[src/rtl/gpio_apb_master.sv]
// rtl/gpio_apb_master.sv - APB master sequencing single GPIO bank register accesses
// Optional pready timeout enabled by defining APB_TIMEOUT_EN.
module gpio_apb_master #(
    parameter int DATA_WIDTH = 8,
    parameter int ADDR_WIDTH = 3,
    parameter int TIMEOUT    = 15
) (
    input  logic                  pclk,
    input  logic                  presetn,
    input  logic                  cmd_valid,
    output logic                  cmd_ready,
    input  logic                  cmd_write,
    input  logic [1:0]            cmd_bank,
    input  logic [ADDR_WIDTH-1:0] cmd_addr,
    input  logic [DATA_WIDTH-1:0] cmd_wdata,
    output logic                  rsp_valid,
    input  logic                  rsp_ready,
    output logic [DATA_WIDTH-1:0] rsp_rdata,
    output logic                  rsp_err,
    output logic                  busy,
    output logic [ADDR_WIDTH-1:0] paddr,
    output logic                  pwrite,
    output logic [1:0]            pselx,
    output logic                  penable,
    output logic [DATA_WIDTH-1:0] pwdata,
    input  logic [DATA_WIDTH-1:0] prdata,
    input  logic                  pready
);

    if (TIMEOUT < 1 || TIMEOUT > 255) begin : g_timeout_range
        $error("gpio_apb_master: TIMEOUT must be within 1..255");
    end

    typedef enum logic [1:0] {IDLE, SETUP, ACCESS, RESP} state_t;

    state_t                  state, state_nx;
    logic                    rsp_valid_nx, rsp_err_nx, pwrite_nx, penable_nx;
    logic [DATA_WIDTH-1:0]   rsp_rdata_nx, pwdata_nx;
    logic [ADDR_WIDTH-1:0]   paddr_nx;
    logic [1:0]              pselx_nx;
    logic                    expired;

`ifdef APB_TIMEOUT_EN
    localparam logic [7:0] TIMEOUT_LAST = 8'(TIMEOUT - 1);
    logic [7:0] wait_cnt;

    always_ff @(posedge pclk) begin
        if (!presetn || state != ACCESS) begin
            wait_cnt <= '0;
        end else if (!pready) begin
            wait_cnt <= wait_cnt + 8'd1;
        end
    end

    // Expiry is the last pready=0 ACCESS cycle; a pready on that edge still completes.
    assign expired = !pready && (wait_cnt == TIMEOUT_LAST);
`else
    assign expired = 1'b0;
`endif

    always_ff @(posedge pclk) begin
        if (!presetn) begin
            state     <= IDLE;
            cmd_ready <= 1'b1;
            busy      <= 1'b0;
            rsp_valid <= 1'b0;
            rsp_rdata <= '0;
            rsp_err   <= 1'b0;
            paddr     <= '0;
            pwrite    <= 1'b0;
            pselx     <= 2'd0;
            penable   <= 1'b0;
            pwdata    <= '0;
        end else begin
            state     <= state_nx;
            cmd_ready <= (state_nx == IDLE);
            busy      <= (state_nx != IDLE);
            rsp_valid <= rsp_valid_nx;
            rsp_rdata <= rsp_rdata_nx;
            rsp_err   <= rsp_err_nx;
            paddr     <= paddr_nx;
            pwrite    <= pwrite_nx;
            pselx     <= pselx_nx;
            penable   <= penable_nx;
            pwdata    <= pwdata_nx;
        end
    end

    // The bus registers double as the latched command for SETUP/ACCESS.
    always_comb begin
        state_nx     = state;
        rsp_valid_nx = rsp_valid;
        rsp_rdata_nx = rsp_rdata;
        rsp_err_nx   = rsp_err;
        paddr_nx     = paddr;
        pwrite_nx    = pwrite;
        pselx_nx     = pselx;
        penable_nx   = penable;
        pwdata_nx    = pwdata;
        unique case (state)
            IDLE: begin
                if (cmd_valid && cmd_ready) begin
                    if (cmd_bank == 2'd0) begin
                        state_nx     = RESP;
                        rsp_valid_nx = 1'b1;
                        rsp_err_nx   = 1'b1;
                        rsp_rdata_nx = '0;
                    end else begin
                        state_nx   = SETUP;
                        pselx_nx   = cmd_bank;
                        paddr_nx   = cmd_addr;
                        pwrite_nx  = cmd_write;
                        pwdata_nx  = cmd_write ? cmd_wdata : '0;
                        penable_nx = 1'b0;
                    end
                end
            end
            SETUP: begin
                state_nx   = ACCESS;
                penable_nx = 1'b1;
            end
            ACCESS: begin
                if (pready || expired) begin
                    state_nx     = RESP;
                    rsp_valid_nx = 1'b1;
                    rsp_err_nx   = !pready;
                    rsp_rdata_nx = (pready && !pwrite) ? prdata : '0;
                    pselx_nx     = 2'd0;
                    penable_nx   = 1'b0;
                    paddr_nx     = '0;
                    pwrite_nx    = 1'b0;
                    pwdata_nx    = '0;
                end
            end
            RESP: begin
                if (rsp_ready) begin
                    state_nx     = IDLE;
                    rsp_valid_nx = 1'b0;
                end
            end
            default: state_nx = IDLE;
        endcase
    end

endmodule

[config.mk]
export PLATFORM = sky130hd
export DESIGN_NAME = gpio_apb_master
export DESIGN_NICKNAME = d
export VERILOG_FILES = /design/src/rtl/gpio_apb_master.sv
export SDC_FILE = /design/constraint.sdc
export NUM_CORES = 1
export LEC_CHECK = 0
export CORE_MARGIN = 2
export CORE_UTILIZATION = 35
export CTS_BUF_LIST = sky130_fd_sc_hd__clkbuf_4
export DETAILED_ROUTE_END_ITERATION = 8
export GPL_ROUTABILITY_DRIVEN = 0
export GPL_TIMING_DRIVEN = 0
export HOLD_SLACK_MARGIN = 0.1
export PLACE_DENSITY = 0.67
export SETUP_SLACK_MARGIN = 0.2
export SYNTH_ARGS = -nofsm -noshare
export SYNTH_HDL_FRONTEND = slang
export SYNTH_SLANG_ARGS = --single-unit
[constraint.sdc]
create_clock -name pclk -period 2.3 [get_ports pclk]
set_input_delay 0.46 -clock pclk [delete_from_list [all_inputs] [get_ports pclk]]
set_output_delay 0.46 -clock pclk [all_outputs]
set_load 0.01 [all_outputs]
-- Yosys cells after proc, flatten, opt, wreduce, memory -nomap -nowiden
Index checks and enable logic that the tools add are counted.
- memories kept: 0
- memory bits (writable): 0
- bits in read-only memories: 0
- flip-flop bits (word level): 29
- bits in latches: 0
- multiplexer cells: 37
- shift-type cells: 0
- eq/ne operators: 8
- magnitude comparators: 0
- add/sub/neg operators: 0
- divide/modulo/power cells: 0
- reductions and logical operators: 15
- bitwise operators: 0
- multiply operators: 0
- operators with widths (operator ; count):
    8-bit two-way mux ; 8
    8-bit case mux with 2 select lines ; 2
    2-bit two-way mux ; 7
    4-bit AND reduction ; 3
    1-bit two-way mux ; 10
    2-bit inequality test (second input constant) ; 5
    3-bit two-way mux ; 3
    2-bit case mux with 4 select lines ; 1
    2-bit logical NOT ; 3
    1-bit case mux with 3 select lines ; 2
    3-bit case mux with 2 select lines ; 1
    3-bit nonzero test ; 2
    5-bit AND reduction ; 1
    2-bit equality test (second input constant) ; 2
    1-bit case mux with 2 select lines ; 2
    2-bit case mux with 2 select lines ; 1
    2-bit nonzero test ; 2
    2-bit by 1-bit equality test with 1-bit output (second input constant) ; 1
    1-bit logical AND ; 2
    1-bit logical NOT ; 2

-- Depth between registers and ports, before layout
Gate-level depths: netlist (run 1).
- word-level depth: 5
- depth in mapped cells: 8
- depth with buffers taken out: 6

-- Least setup slack after synthesis (run 1)
OpenSTA, ideal clock, no wires.
- kind: reg2reg
- from: register state[0]
- to: register rsp_rdata[0]
- library setup time: 0.129 ns
- stages on the path, launching flop included: 9
- setup slack: 0.344 ns
- data arrival time: 1.827 ns
- required time: 2.171 ns
- buffers on the path: 2
- cells stage by stage: dfxtp_1 inv_1 ha_1 buf_6 or3b_1 a221oi_4 buf_6 mux2i_1 nor2_1
- word-level cells in the longest chain between the ends: 3
- elaborated cells on any way between the ends: 8
- classes of those cells: eq/ne: 4; mux: 1; reduce/logical: 3
- RTL lines (what ; line ; source):
    from (decl) ; 36 ; state_t state, state_nx;
    from (signal assigned) ; 75 ; state <= state_nx;
    2-bit equality test / 2-bit logical NOT (equally long branches) ; 100 ; unique case (state)
    2-bit inequality test (no line) / 2-bit nonzero test (equally long branches) ; n/a ;
    4-bit AND reduction (no line) ; n/a ;
    to (signal assigned) ; 79 ; rsp_rdata <= rsp_rdata_nx;
    to (decl) ; 18 ; output logic [DATA_WIDTH-1:0] rsp_rdata,
Parallel ways exist; a longest one is shown, timed or not.
A chain may end at the register's enable or synchronous reset.

-- Worst setup path in the final report (run 1)
Same ends and word-level chain as after synthesis.

==> results of run 1 <==
==> layout make-up <==
cell class,instances,area (um^2)
fillers,363,1610
multi-input cells,110,688.2
flip-flops and latches,29,585.6
repair buffers,60,581.8
well taps,48,60.06
plain buffers,7,43.79
clock buffers,5,37.54
inverters,3,13.76
clock inverters,3,12.51
==> per-stage QoR <==
stage	cells	setup TNS, ns	utilization	hold WS [ns]	cell area (um^2)
global route	265	0	0.5568	0.4510	2023
finish	265	0	0.5568	0.4529	2023
global placement	249	-2.409	0.5224	0.4355	1898
CTS	261	0	0.5444	0.4499	1978
detailed placement	249	-2.896	0.5224	0.4426	1898
floorplan	149	0	-	0.4726	1318
==> worst paths after layout <==
check | start | end | slack, ns | depth (start not counted)
worst max-delay path | state[0] | rsp_rdata[0] | 0.28 | 8
worst min-delay path | paddr[1] | paddr[1] | 0.45 | 2
worst max register to register | state[0] | rsp_rdata[0] | 0.28 | 8
worst min register to register | paddr[1] | paddr[1] | 0.45 | 2
==> cell families (layout without fill, tap and decap cells) <==
kind of cell,after synthesis,count (layout),share of synthesized area
simple gates,65,65,0.2479
compound gates,36,36,0.1899
flops,29,29,0.4406
buf+inv,10,78,0.04178
fa+ha+maj,6,6,0.05698
mux,3,3,0.02279
==> Yosys cell counts (2+ instances only) <==
| cell type | instances |
|---|---|
| o21ai_0 | 5 |
| nand3_1 | 21 |
| o21a_1 | 2 |
| and2_1 | 2 |
| mux2i_1 | 3 |
| ha_1 | 6 |
| a21oi_1 | 9 |
| dfxtp_1 | 29 |
| o21ai_1 | 14 |
| buf_2 | 2 |
| clkbuf_1 | 3 |
| nor2b_1 | 3 |
| nor2_1 | 8 |
| nand2b_1 | 8 |
| nand2_1 | 17 |
| inv_1 | 3 |
| nor3b_1 | 2 |
| buf_6 | 2 |
==> power groups by stage <==
| stage | sequential, mW | combinational, mW | clock, mW |
|---|---|---|---|
| after floorplan | 0.753 | 0.486 | 0 |
| after global placement | 0.705 | 0.893 | 0 |
| after detailed placement | 0.711 | 0.907 | 0 |
| after CTS | 0.702 | 0.955 | 0.291 |
| after global routing | 0.721 | 1.11 | 0.314 |
| final | 0.704 | 1.02 | 0.279 |
==> cell usage in the layout, fill, tap and decap left out, types with 2 or more instances in the layout <==
cell type        synthesis  routed
a21oi_1                  9       9
and2_1                   2       2
buf_2                    2       3
buf_4                    0       6
buf_6                    2       3
clkbuf_1                 3       3
clkbuf_4                 0       5
clkdlybuf4s50_1          0      52
clkinv_1                 0       2
dfxtp_1                 29      27
ha_1                     6       5
mux2i_1                  3       3
nand2_1                 17      17
nand2b_1                 8       8
nand3_1                 21      21
nor2_1                   8       8
nor2b_1                  3       3
nor3b_1                  2       2
o21a_1                   2       2
o21ai_0                  5       5
o21ai_1                 14      14
==> registers in the layout, indices dropped and copies added, names as in the netlist <==
name	cells
paddr	3
rsp_valid	1
pwdata	8
rsp_err	1
pselx	2
pwrite	1
busy	1
state	2
cmd_ready	1
penable	1
rsp_rdata	8
==> worst max-delay path, delay by kind of cell (launching register included) <==
family | cells | cell delay, ns
adder cells (fa/ha/maj) | 1 | 0.18
multiplexers | 1 | 0.20
AO/OA/AOI/OAI | 1 | 0.34
AND/OR/NAND/NOR | 2 | 0.44
flip-flops | 1 | 0.36
buffers and inverters | 3 | 0.37
==> per-layer routing <==
layer  GRT usage  up-vias
met5           0        -
met4     0.06771        0
met3     0.06164        7
met2      0.2781       47
met1      0.1854      576
li1            -      653
==> repair_timing <==
action / 4_1_cts / 5_1_grt
endpoints found under the hold margin: 0 / 0
pin swaps: 2 / 1
buffers inserted: 3 / 4
cloned: 1 / 0
gates resized for setup: 3 / 7
endpoints found under the setup margin: 24 / 21
==> impl_metrics.yaml, run 1 <==
cts:
  cts_tree: "built"
  root_buffer: "clkbuf_4"
  htreeDepth: 2
  cts_sinks: 29
  clock_path_buffers: 2
  insertion_delay_ns: 0.32
  clkTransAtPathRegs_ns: 0.09
  cts_buffers: 5
  hold_buffers: 0
finish:
  area_delta_synth_final_pct: 53.56
  antenna_cells: 0
  final_nets: 249
  drive_gt1_frac: 0.1290
floorplan:
  initial_utilization: 0.3626
  die-height_um: 65.36
  ios: 54
  die_area_um2: 4271
  die_w_um: 65.36
  rows: 22
  coreArea_um2: 3633
grt:
  grt_usage: 0.1643
  grt_pass1_wl_um: 5375
  grt_pass1_vias: 1199
  grt-ovfl-total: 0
  grt_max_degree: 11
  antenna_found_initial: 0
timing:
  fin_ws_ns: 0.2803
  fin_crit_sh: 0.8782
  tightestPinTransition_ns: 0.9427
  fin_crit_ns: 2.020
  rsz0062_at_grt: "false"
  fmax_mhz: 495.1
  finalMaxSlewViolations: 0
  setup_viol: 0
  finalHoldViolCount: 0
  clock_skew_ns: 0.008473
  maxSlewHeadroom: 0.3702
critical_path:
  crit_chain: "inv_4 > ha_2 > buf_6 > or3b_4 > a221oi_4 > buf_6 > mux2i_1 > nor2_1"
  cpPeakStageDelay_ns: 0.39
  crit_path_frequent_cell: "buf_6"
  cpMaxStageDelayCell: "or3b_4"
  critical_path_class: "reg2reg"
  arrival_ns: 2.21
  cp-end-kind: "flip-flop"
  cp_max_fo: 7
  worstPathRequired_ns: 2.49
  startpoint_type: "flip-flop"
detailed_routing:
  routed_wl_um: 3438
  drc: 0
  wl_met2_um: 1593
  antenna_left: 0
  post_drt_wl_per_cell_um: 12.97
  viasPerCell: 4.842
  via_count: 1283
  met3_length_um: 300
  met1_length_um: 1485
  firstDrtPassIters: 4
  drt_iter0_markers: 32
  highest_layer: "met4"
synthesis:
  synth_top_area_cell: "dfxtp_1"
  syn_area_um2: 1318
  synth_top_area_frac: 0.4406
  synth_edf_count: 0
  synth.area.top_cells: "dfxtp_1 44%, nand3_1 8.0%, ha_1 5.7%"
  synth.distinct_cells: 28
  seq_area_frac_synth: 0.4406
  yosysWarnings: 0
  yosys_register_bits: 29
  postSynthCellCount: 149
  synth_async_sr_flop_share: 0
  synth_area_per_cell_um2: 8.842
  synth_ff_type: "dfxtp_1"
  syn_nets: 182
power:
  power_switching_uw: 738.9
  leakagePower_nw: 0.7455
  powerDensity_nw_per_um2: 991.4
  ir_drop_v: 0.0004550
  p_seq_frac: 0.351
  swShare: 0.3684
  p_total_mw: 2.006
  internal_power_mw: 1.267
  power_frac_comb: 0.510
  p_clk_frac: 0.139
place:
  pre_cts_slack_ns: -0.2270
  hpwl_um: 2503
  numPortBuffers: 52
flow_run:
  drv_cap: 0
worst_hold_path:
  worstHoldPathType: "reg2reg"
status:
  status: "completed"
No activity file was read; power rests on OpenSTA's default activity.
==> inputs of run 2 (changes only) <==
SETUP_SLACK_MARGIN = 0.4   (was 0.2)
==> impl_metrics.yaml, run 2 (same netlist as run 1, synthesis figures left out) <==
grt:
  antenna_found_initial: 0
  grt_max_degree: 11
  grt_usage: 0.1817
  grt_pass1_vias: 1339
  grt-ovfl-total: 0
  grt_pass1_wl_um: 5920
cts:
  cts_sinks: 29
  insertion_delay_ns: 0.32
  htreeDepth: 2
  cts_buffers: 5
  clkTransAtPathRegs_ns: 0.09
  cts_tree: "built"
  root_buffer: "clkbuf_4"
  clock_path_buffers: 2
power:
  leakagePower_nw: 0.7759
  powerDensity_nw_per_um2: 1052
  ir_drop_v: 0.0005034
detailed_routing:
  routed_wl_um: 3526
  post_drt_wl_per_cell_um: 13.26
  drt_iter0_markers: 53
  antenna_left: 0
  drc: 0
  viasPerCell: 4.970
  via_count: 1322
  firstDrtPassIters: 4
critical_path:
  cpPeakStageDelay_ns: 0.49
  r2r-start: "state[1]"
  cpLargestDelayFamily: "buffers and inverters"
  worstPathRequired_ns: 2.53
  cpMaxStageDelayCell: "clkdlybuf4s50_1"
  worst-path-buf-inv: 2
  arrival_ns: 2.12
  regToRegEndpoint: "rsp_err"
  r2r_cells: 8
  startpoint_type: "input port"
  crit_chain: "clkdlybuf4s50_1 > or3b_4 > a221oi_4 > buf_6 > nor2_2 > a311oi_2"
  critical_path_class: "in2reg"
  cp_max_fo: 5
  r2r_setup_slack_ns: 0.43
  cp-end-kind: "flip-flop"
floorplan:
  initial_utilization: 0.3626
  die_w_um: 65.36
  ios: 54
  die-height_um: 65.36
  die_area_um2: 4271
  rows: 22
  coreArea_um2: 3633
finish:
  final_common_cell: "clkdlybuf4s50_1"
  stdcell_count: 266
  drive_gt1_frac: 0.1606
  final_cell_mix: "51 x clkdlybuf4s50_1, 27 x dfxtp_1, 21 x nand3_1, 16 x nand2_1, 14 x o21ai_1"
  fin_util: 0.5764
  antenna_cells: 0
  final_nets: 250
  reg_top3: "pwdata x8, rsp_rdata x8, paddr x3"
  area_delta_synth_final_pct: 58.97
timing:
  maxSlewHeadroom: 0.6251
  rsz0062_at_grt: "true"
  fmax_mhz: 528.5
  finalHoldViolCount: 0
  setup_viol: 0
  fin_crit_sh: 0.8226
  clock_skew_ns: 0.008369
  fin_crit_ns: 1.892
  tightestPinTransition_ns: 0.5611
  finalMaxSlewViolations: 0
worst_hold_path:
  min-delay-start: "pwdata[6]"
  hold_path_depth: 2
  whs_endpoint: "pwdata[6]"
  worstHoldPathType: "reg2reg"
flow_run:
  drv_cap: 0
place:
  numPortBuffers: 52
  hpwl_um: 2598
  dp.cells: 249
status:
  status: "completed"
-- run 2: changes by cell type in the layout (fill, tap and decap cells not counted), sizes merged --
cell	delta
clkbuf	+1
clkdlybuf4s50	-1
buf	+1
bufinv	+1
clkinv	-2
dlygate4sd2	+1
-- run 2: per-stage QoR --
step / area [um^2] / power (mW) / hold WS, ns / setup slack, ns / TNS [ns]
2_1_floorplan: 1336 / 1.264 / 0.4726 / 0.3898 / 0
3_3_place_gp: 1917 / 1.624 / 0.4365 / -0.1136 / -1.604
3_5_place_dp: 1917 / 1.656 / 0.4433 / -0.2249 / -2.264
4_1_cts: 2069 / 2.193 / 0.4524 / 0.3880 / 0
5_1_grt: 2095 / 2.352 / 0.4734 / 0.3234 / 0
6_report: 2095 / 2.203 / 0.4515 / 0.4079 / 0
-- run 2: worst max-delay path by stage --
stage,start,slack [ns],end,depth (start not counted)
after CTS,cmd_valid,0.39,pwdata[7],6
after global routing,state[1],0.32,rsp_err,8
after detailed placement,pready,-0.22,pwdata[7],6
final,cmd_bank[1],0.41,rsp_err,6
after floorplan,state[0],0.39,rsp_rdata[0],8
after global placement,pready,-0.11,pselx[0],6
-- run 2: what timing repair did --
item,4_1_cts,5_1_grt
gates resized for setup,10,4
endpoints found under the setup margin,25,18
gates cloned,1,0
hold buffers,0,0
setup buffers,6,2
pin swaps,2,0
-- run 2: worst register-to-register path, cell delays in order, from the launching register on --
cell      delay (ns)
dfxtp_4         0.37
inv_4           0.07
ha_4            0.12
buf_8           0.09
or3b_4          0.38
a221oi_4        0.31
buf_6           0.17
nor2_2          0.04
a311oi_2        0.22
-- run 2: cell type report --
class | instances | area [um^2]
Sequential cell | 29 | 588.1
Fill cell | 331 | 1539
Buffer | 7 | 51.30
Clock inverter | 2 | 33.78
Multi-Input combinational cell | 110 | 713.2
Clock buffer | 6 | 45.04
Tap cell | 48 | 60.06
Inverter | 3 | 16.27
Timing Repair Buffer | 61 | 586.8
-- run 2: report_power, final --
part | total [mW] | leakage (nW) | internal (mW) | switching [mW]
Clock | 0.406 | 0.0433 | 0.238 | 0.168
Combinational | 1.09 | 0.495 | 0.567 | 0.523
Sequential | 0.708 | 0.238 | 0.631 | 0.0774
Total | 2.20 | 0.776 | 1.44 | 0.768
-- run 2: metal layers --
layer / vias up / global-route usage / wire, um
met5: - / 0 / 0
met4: 0 / 0.05729 / 62
met3: 8 / 0.06849 / 279
met2: 54 / 0.3214 / 1635
met1: 602 / 0.2002 / 1548
li1: 658 / - / -
